==> src/rtl/uart_tx_arbiter_if.sv <==
// Bundle of the signals between the byte requesters, the arbiter and the UART
// transmitter.
//   slave  : the arbiter side (takes requests and tx_done, drives grants/tx)
//   master : the requester/transmitter side
// Signals:
//   req_valid[N], req_data[8N], req_last[N] : per-requester byte offer
//   req_ready[N]                            : one-hot accept from the arbiter
//   tx_dv, tx_byte                          : start pulse and byte to the UART
//   tx_done                                 : end-of-frame pulse from the UART
//   grant_id, busy, timeout_err             : status
interface uart_tx_arbiter_if #(
    parameter int NUM_REQ = 4
);
    localparam int IDW = $clog2(NUM_REQ);

    logic [NUM_REQ-1:0]   req_valid;
    logic [8*NUM_REQ-1:0] req_data;
    logic [NUM_REQ-1:0]   req_last;
    logic [NUM_REQ-1:0]   req_ready;
    logic                 tx_dv;
    logic [7:0]           tx_byte;
    logic                 tx_done;
    logic [IDW-1:0]       grant_id;
    logic                 busy;
    logic                 timeout_err;

    modport master (
        output req_valid, req_data, req_last, tx_done,
        input  req_ready, tx_dv, tx_byte, grant_id, busy, timeout_err
    );

    modport slave (
        input  req_valid, req_data, req_last, tx_done,
        output req_ready, tx_dv, tx_byte, grant_id, busy, timeout_err
    );
endinterface

==> src/rtl/uart_tx_arbiter.sv <==
// Round-robin arbiter sharing one UART transmitter between NUM_REQ byte
// requesters. The owner keeps the grant across a packet (until req_last) up to
// MAX_BURST bytes, an optional idle gap follows every frame, and a watchdog
// aborts a frame whose tx_done never arrives.
// Ports:
//   tx_clk   : system clock, rising edge
//   tx_rst_n : asynchronous active-low reset
//   bus      : uart_tx_arbiter_if.slave (requests, tx handshake, status)
//
// state     | meaning
// ----------+--------------------------------------------------------------
// IDLE      | no owner; pick the next valid requester from rr_ptr upward
// ISSUE     | offer req_ready to the owner; accept a byte or give up
// WAIT_DONE | tx_dv issued, waiting for tx_done with the watchdog running
// GAP       | inter-frame idle time after tx_done
// NEXT      | decide whether the owner keeps the grant for another byte
// RELEASE   | advance rr_ptr past the owner and return to IDLE
module uart_tx_arbiter #(
    parameter int NUM_REQ      = 4,
    parameter int CLKS_PER_BIT = 521,
    parameter int MAX_BURST    = 16,
    parameter int GAP_CLKS     = 0,
    parameter int TIMEOUT_CLKS = CLKS_PER_BIT * 12
) (
    input  logic             tx_clk,
    input  logic             tx_rst_n,
    uart_tx_arbiter_if.slave bus
);
    localparam int IDW  = $clog2(NUM_REQ);
    localparam int TMAX = (TIMEOUT_CLKS > GAP_CLKS) ? TIMEOUT_CLKS : GAP_CLKS;
    localparam int TW   = $clog2(TMAX + 1);

    localparam logic [7:0]     MAX_B    = 8'(MAX_BURST);
    localparam logic [IDW-1:0] LAST_ID  = IDW'(NUM_REQ - 1);
    localparam logic [TW-1:0]  TMO_LOAD = TW'(TIMEOUT_CLKS - 1);
    localparam logic [TW-1:0]  GAP_LOAD = (GAP_CLKS > 0) ? TW'(GAP_CLKS - 1) : '0;

    typedef enum logic [2:0] {
        S_IDLE,
        S_ISSUE,
        S_WAIT_DONE,
        S_GAP,
        S_NEXT,
        S_RELEASE
    } state_t;

    state_t             r_state;
    logic [IDW-1:0]     r_grant_id;
    logic [IDW-1:0]     r_rr_ptr;
    logic [7:0]         r_burst_cnt;
    logic [7:0]         r_tx_byte;
    logic               r_tx_dv;
    logic               r_timeout_err;
    logic               r_last_q;
    logic [TW-1:0]      r_timer;

    logic [IDW-1:0]     w_win_hi;
    logic [IDW-1:0]     w_win_lo;
    logic               w_found_hi;
    logic [IDW-1:0]     w_winner;
    logic [7:0]         w_sel_data;
    logic               w_sel_valid;
    logic               w_sel_last;
    logic [NUM_REQ-1:0] w_ready;

    // Rotating priority: the lowest valid index at or above rr_ptr wins; if
    // there is none, wrap around to the lowest valid index overall.
    always_comb begin
        w_win_hi   = '0;
        w_win_lo   = '0;
        w_found_hi = 1'b0;
        for (int k = NUM_REQ - 1; k >= 0; k--) begin
            if (bus.req_valid[k]) begin
                w_win_lo = IDW'(k);
                if (IDW'(k) >= r_rr_ptr) begin
                    w_win_hi   = IDW'(k);
                    w_found_hi = 1'b1;
                end
            end
        end
    end

    assign w_winner = w_found_hi ? w_win_hi : w_win_lo;

    always_comb begin
        w_sel_data = '0;
        for (int k = 0; k < NUM_REQ; k++) begin
            if (IDW'(k) == r_grant_id) begin
                w_sel_data = bus.req_data[8*k +: 8];
            end
        end
    end

    assign w_sel_valid = bus.req_valid[r_grant_id];
    assign w_sel_last  = bus.req_last[r_grant_id];

    always_comb begin
        w_ready = '0;
        if (r_state == S_ISSUE) begin
            w_ready[r_grant_id] = w_sel_valid;
        end
    end

    assign bus.req_ready   = w_ready;
    assign bus.tx_dv       = r_tx_dv;
    assign bus.tx_byte     = r_tx_byte;
    assign bus.grant_id    = r_grant_id;
    assign bus.busy        = (r_state != S_IDLE);
    assign bus.timeout_err = r_timeout_err;

    // r_timer is shared: watchdog in WAIT_DONE, gap length in GAP. Both count
    // down to a terminal zero.
    always_ff @(posedge tx_clk or negedge tx_rst_n) begin
        if (!tx_rst_n) begin
            r_state       <= S_IDLE;
            r_grant_id    <= '0;
            r_rr_ptr      <= '0;
            r_burst_cnt   <= '0;
            r_tx_byte     <= '0;
            r_tx_dv       <= 1'b0;
            r_timeout_err <= 1'b0;
            r_last_q      <= 1'b0;
            r_timer       <= '0;
        end else begin
            r_tx_dv       <= 1'b0;
            r_timeout_err <= 1'b0;
            case (r_state)
                S_IDLE: begin
                    if (|bus.req_valid) begin
                        r_grant_id  <= w_winner;
                        r_burst_cnt <= '0;
                        r_state     <= S_ISSUE;
                    end
                end
                S_ISSUE: begin
                    if (w_sel_valid) begin
                        r_tx_byte <= w_sel_data;
                        r_last_q  <= w_sel_last;
                        if (r_burst_cnt != MAX_B) begin
                            r_burst_cnt <= r_burst_cnt + 8'd1;
                        end
                        r_tx_dv   <= 1'b1;
                        r_timer   <= TMO_LOAD;
                        r_state   <= S_WAIT_DONE;
                    end else begin
                        r_state <= S_RELEASE;
                    end
                end
                S_WAIT_DONE: begin
                    // A done that lands on the expiry cycle wins over the abort.
                    if (bus.tx_done) begin
                        if (GAP_CLKS > 0) begin
                            r_timer <= GAP_LOAD;
                            r_state <= S_GAP;
                        end else begin
                            r_state <= S_NEXT;
                        end
                    end else if (r_timer == '0) begin
                        r_timeout_err <= 1'b1;
                        r_state       <= S_RELEASE;
                    end else begin
                        r_timer <= r_timer - 1'b1;
                    end
                end
                S_GAP: begin
                    if (r_timer == '0) begin
                        r_state <= S_NEXT;
                    end else begin
                        r_timer <= r_timer - 1'b1;
                    end
                end
                S_NEXT: begin
                    if (!r_last_q && (r_burst_cnt < MAX_B)) begin
                        r_state <= S_ISSUE;
                    end else begin
                        r_state <= S_RELEASE;
                    end
                end
                S_RELEASE: begin
                    r_rr_ptr <= (r_grant_id == LAST_ID) ? '0 : r_grant_id + 1'b1;
                    r_state  <= S_IDLE;
                end
                default: r_state <= S_IDLE;
            endcase
        end
    end
endmodule

==> src/flat_wrapper.sv <==
// flat-port wrapper written by rule: the top's interface ports become plain ports
module uart_tx_arbiter_flat 
#(
    parameter int NUM_REQ      = 4,
    parameter int CLKS_PER_BIT = 521,
    parameter int MAX_BURST    = 16,
    parameter int GAP_CLKS     = 0,
    parameter int TIMEOUT_CLKS = CLKS_PER_BIT * 12
)
  (tx_clk, tx_rst_n, bus_req_valid, bus_req_data, bus_req_last, bus_tx_done, bus_req_ready, bus_tx_dv, bus_tx_byte, bus_grant_id, bus_busy, bus_timeout_err);
  uart_tx_arbiter_if #(.NUM_REQ(NUM_REQ)) bus_i ();
  input  logic tx_clk;
  input  logic tx_rst_n;
  input wire logic [$bits(bus_i.req_valid)-1:0] bus_req_valid;
  input wire logic [$bits(bus_i.req_data)-1:0] bus_req_data;
  input wire logic [$bits(bus_i.req_last)-1:0] bus_req_last;
  input wire logic [$bits(bus_i.tx_done)-1:0] bus_tx_done;
  output wire logic [$bits(bus_i.req_ready)-1:0] bus_req_ready;
  output wire logic [$bits(bus_i.tx_dv)-1:0] bus_tx_dv;
  output wire logic [$bits(bus_i.tx_byte)-1:0] bus_tx_byte;
  output wire logic [$bits(bus_i.grant_id)-1:0] bus_grant_id;
  output wire logic [$bits(bus_i.busy)-1:0] bus_busy;
  output wire logic [$bits(bus_i.timeout_err)-1:0] bus_timeout_err;
  assign bus_i.req_valid = bus_req_valid;
  assign bus_i.req_data = bus_req_data;
  assign bus_i.req_last = bus_req_last;
  assign bus_i.tx_done = bus_tx_done;
  assign bus_req_ready = bus_i.req_ready;
  assign bus_tx_dv = bus_i.tx_dv;
  assign bus_tx_byte = bus_i.tx_byte;
  assign bus_grant_id = bus_i.grant_id;
  assign bus_busy = bus_i.busy;
  assign bus_timeout_err = bus_i.timeout_err;
  uart_tx_arbiter #(.NUM_REQ(NUM_REQ), .CLKS_PER_BIT(CLKS_PER_BIT), .MAX_BURST(MAX_BURST), .GAP_CLKS(GAP_CLKS), .TIMEOUT_CLKS(TIMEOUT_CLKS)) u_core (.tx_clk(tx_clk), .tx_rst_n(tx_rst_n), .bus(bus_i));
endmodule
==> config.mk <==
export PLATFORM = sky130hd
export DESIGN_NAME = uart_tx_arbiter_flat
export DESIGN_NICKNAME = d
export VERILOG_FILES = /design/src/rtl/uart_tx_arbiter_if.sv /design/src/rtl/uart_tx_arbiter.sv /design/src/flat_wrapper.sv
export SDC_FILE = /design/constraint.sdc
export NUM_CORES = 1
export LEC_CHECK = 0
export CAP_MARGIN = 15
export CORE_MARGIN = 4
export CORE_UTILIZATION = 30
export CTS_CLUSTER_DIAMETER = 150
export DETAILED_ROUTE_END_ITERATION = 10
export GPL_ROUTABILITY_DRIVEN = 0
export PLACE_DENSITY = 0.5
export SYNTH_ARGS = -nofsm -noshare
export SYNTH_HDL_FRONTEND = slang
export SYNTH_SLANG_ARGS = --single-unit
==> constraint.sdc <==
create_clock -name tx_clk -period 2.8 [get_ports tx_clk]
set_clock_uncertainty 0.05 [all_clocks]
set_input_delay 0.56 -clock tx_clk [delete_from_list [all_inputs] [get_ports tx_clk]]
set_output_delay 0.56 -clock tx_clk [all_outputs]
set_load 0.03 [all_outputs]
==> flow_metrics.py <==
metrics = {
    "critical_path": {
        "max_stage_delay_ns": 0.52,
        "worst_ep_required_time_ns": 2.19,
        "worstPathArrival_ns": 2.06,
        "cp_cell_sequence": "clkdlybuf4s50_1, mux4_2, and3_1, dlygate4sd2_1",
        "start_kind": "input port",
        "critPathMaxFanout": 5,
        "crit_slowest_cell": "mux4_2",
        "endpoint_kind": "output port",
        "crit_type": "input port to output port",
    },
    "place": {
        "placed_area_mm2": 0.00314,
        "io_buffers": 59,
        "place_inst": 416,
        "dp_hpwl_um": 4550,
        "dp_slack_ns": -0.114,
    },
    "synth": {
        "netlist_instances": 252,
        "syn_area_mm2": 0.00236,
        "synth_edf_count": 0,
        "ys_seq_area_share_pct": 41.4,
        "async_reset_ff_share_pct": 100,
        "avgSynthCellArea_um2": 9.36,
        "yosysWarnings": 0,
        "yosysUniqueCellTypes": 48,
        "ys.flop_type": "dfrtp_1",
        "syn-num-nets": 303,
        "ys_ff_latch": 39,
    },
    "floorplanning": {
        "fp.coreArea_mm2": 0.00769,
        "num_rows": 32,
        "die_height_um": 96.7,
        "die_area_mm2": 0.00935,
        "start_util_pct": 30.7,
        "ios": 60,
        "die_x_um": 96.7,
    },
    "drt": {
        "vias_per_cell": 5.05,
        "num_vias": 2137,
        "wl_um": 6060,
        "dr.pass1.iters": 4,
        "wl_per_cell_um": 14.3,
        "top_layer": "met4",
        "wl_met2_um": 2740,
        "post-route-drc-count": 0,
        "wl_met3_um": 305,
        "wl_met1_um": 2960,
        "drt_iter0_drc": 84,
        "ant_nets": 0,
    },
    "global_routing": {
        "grt_use_total_pct": 13.4,
        "gr-total-overflow": 0,
        "grt_pass1_vias": 2077,
        "antenna_found_initial": 0,
        "grt_pass1_wl_um": 10300,
        "grt_max_degree": 40,
    },
    "sta": {
        "timing.hold.ws_ns": 0.340,
        "fin_ws_ns": 0.129,
        "fin_tns_setup_ns": 0,
        "finalSetupViolCount": 0,
        "finalCritPeriodShare_pct": 95.4,
        "tightest_slew_ns": 0.883,
        "period_minus_slack_ns": 2.67,
        "max_freq_mhz": 374,
        "finalHoldViolations": 0,
        "drv_slew": 0,
        "maxSlewHeadroom_pct": 41.1,
        "rsz0062_at_grt": "false",
    },
    "status": {
        "status": "complete, no violations",
    },
    "clock_tree": {
        "insertion_delay_ns": 0.29,
        "cts_buffers": 5,
        "ctsRootBufferMaster": "clkbuf_8",
        "clk_path_buf_depth": 2,
        "holdBufCountCts": 0,
        "path_clk_slew_ns": 0.08,
        "cts_tree": "yes",
        "htree_levels": 2,
        "cts.sinks": 39,
    },
    "layout": {
        "nets": 372,
        "syn_to_final_growth_pct": 36.7,
        "design_area_mm2": 0.00323,
        "fin_cells": 423,
        "n_antenna_cell": 0,
        "final_util_pct": 42.0,
        "drive_above_1_share_pct": 11.8,
    },
    "pwr": {
        "p_leak_nw": 1.42,
        "vdd_ir_drop_max_mv": 0.431,
        "total_power_mw": 2.65,
        "p_per_area_mw_per_mm2": 820,
    },
    "job": {
        "maxCapViolCount": 0,
    },
    "hold_path": {
        "hp-class": "input port to async pin",
    },
}
critical path, delay by kind of cell:
family / cells / cell delay [ns]
buffers and inverters: 2 / 0.76
multiplexers: 1 / 0.52
AND/OR/NAND/NOR: 1 / 0.21
synth_stat cells, types with 2 or more instances:
library cell	count	area, µm²
a31oi_1	6	37.5
o32ai_1	2	17.5
or4_1	2	15.0
a22oi_1	9	67.6
mux2_2	2	22.5
and3_1	9	56.3
nor3_1	5	25.0
clkbuf_1	10	37.5
nor3b_1	2	15.0
o31ai_1	2	15.0
ha_1	8	100
mux4_2	2	45.0
or2_2	2	12.5
buf_2	3	15.0
or3_1	6	37.5
nand2_1	24	90.1
nand3_1	5	25.0
nor4_1	2	12.5
o21ai_0	22	110
inv_1	14	52.6
dfrtp_1	39	976
and4_1	5	43.8
nand2b_1	4	25.0
a221o_1	9	90.1
mux2i_1	7	70.1
a32o_1	2	20.0
nand4_1	5	31.3
a21oi_1	13	65.1
nor2b_1	5	31.3
xor2_1	2	17.5
nor2_1	7	26.3
repair_timing:
action | 4_1_cts | 5_1_grt
endpoints found under the setup margin | 4 | 0
gates resized for setup | 4 | 0
buffers inserted | 0 | 0
logic make-up after synthesis:
group	Yosys count	synth area share [%]
XOR/XNOR	2	0.742
buffers and inverters	29	4.77
multiplexers	11	5.83
flip-flops	39	41.4
adder cells (fa/ha/maj)	8	4.24
AND/OR/NAND/NOR	89	21.5
AO/OA/AOI/OAI	74	21.5
routing by layer:
metal	up-vias	track usage, %
met2	48	20.6
met1	997	18.5
met5	-	0
met4	0	3.56
li1	1088	-
met3	4	3.97
path summary, 6_finish.rpt:
check,from,endpoint,slack [ns],depth (start not counted)
worst min-delay path,tx_rst_n,u_core.r_burst_cnt[5],0.34,1
min in group tx_clk,u_core.bus.tx_byte[7],u_core.bus.tx_byte[7],0.44,2
worst max-delay path,bus_req_valid[3],bus_req_ready[3],0.13,4
worst max register to register,u_core.bus.grant_id[1],u_core.bus.tx_byte[0],0.69,7
max in group asynchronous,tx_rst_n,u_core.r_timer[5],1.80,1
worst min register to register,u_core.bus.tx_byte[7],u_core.bus.tx_byte[7],0.44,2
where the power goes:
part	internal [mW]	total, mW	leakage, nW	switching (mW)
registers	0.707	0.830	0.488	0.123
clock network	0.193	0.389	0.0470	0.195
logic	0.640	1.43	0.888	0.786
layout make-up:
type,count,area [µm²]
fillers,796,4460
multi-input cells,184,1270
flip-flops and latches,39,976
repair buffers,76,708
well taps,102,128
clock buffers,6,82.6
inverters,15,56.3
clock inverters,1,5.00
layout by cell type (no fill, tap or decap), drive strengths merged, types with 3 or more instances in the layout:
master,instances
clkdlybuf4s50,54
dfrtp,39
nand2,24
o21ai,23
buf,18
inv,15
a21oi,13
and3,9
a22oi,9
a221o,9
ha,8
nor2,7
mux2i,7
or3,6
a31oi,6
clkbuf,6
nor2b,5
nand4,5
and4,5
nand3,5
nor3,5
nand2b,4
dlygate4sd2,4
or4,4
nor4,3
nor3b,3
sequential cells by signal, indices dropped and copies added (netlist names):
signal and cells:
u_core.r_rr_ptr 2, u_core.bus.timeout_err 1, u_core.bus.grant_id 2, u_core.r_burst_cnt 8, u_core.r_timer 13, u_core.bus.tx_byte 8
u_core.r_last_q 1, u_core.bus.tx_dv 1, u_core.r_state 3
Note: power is estimated with default switching activity, not from simulation.
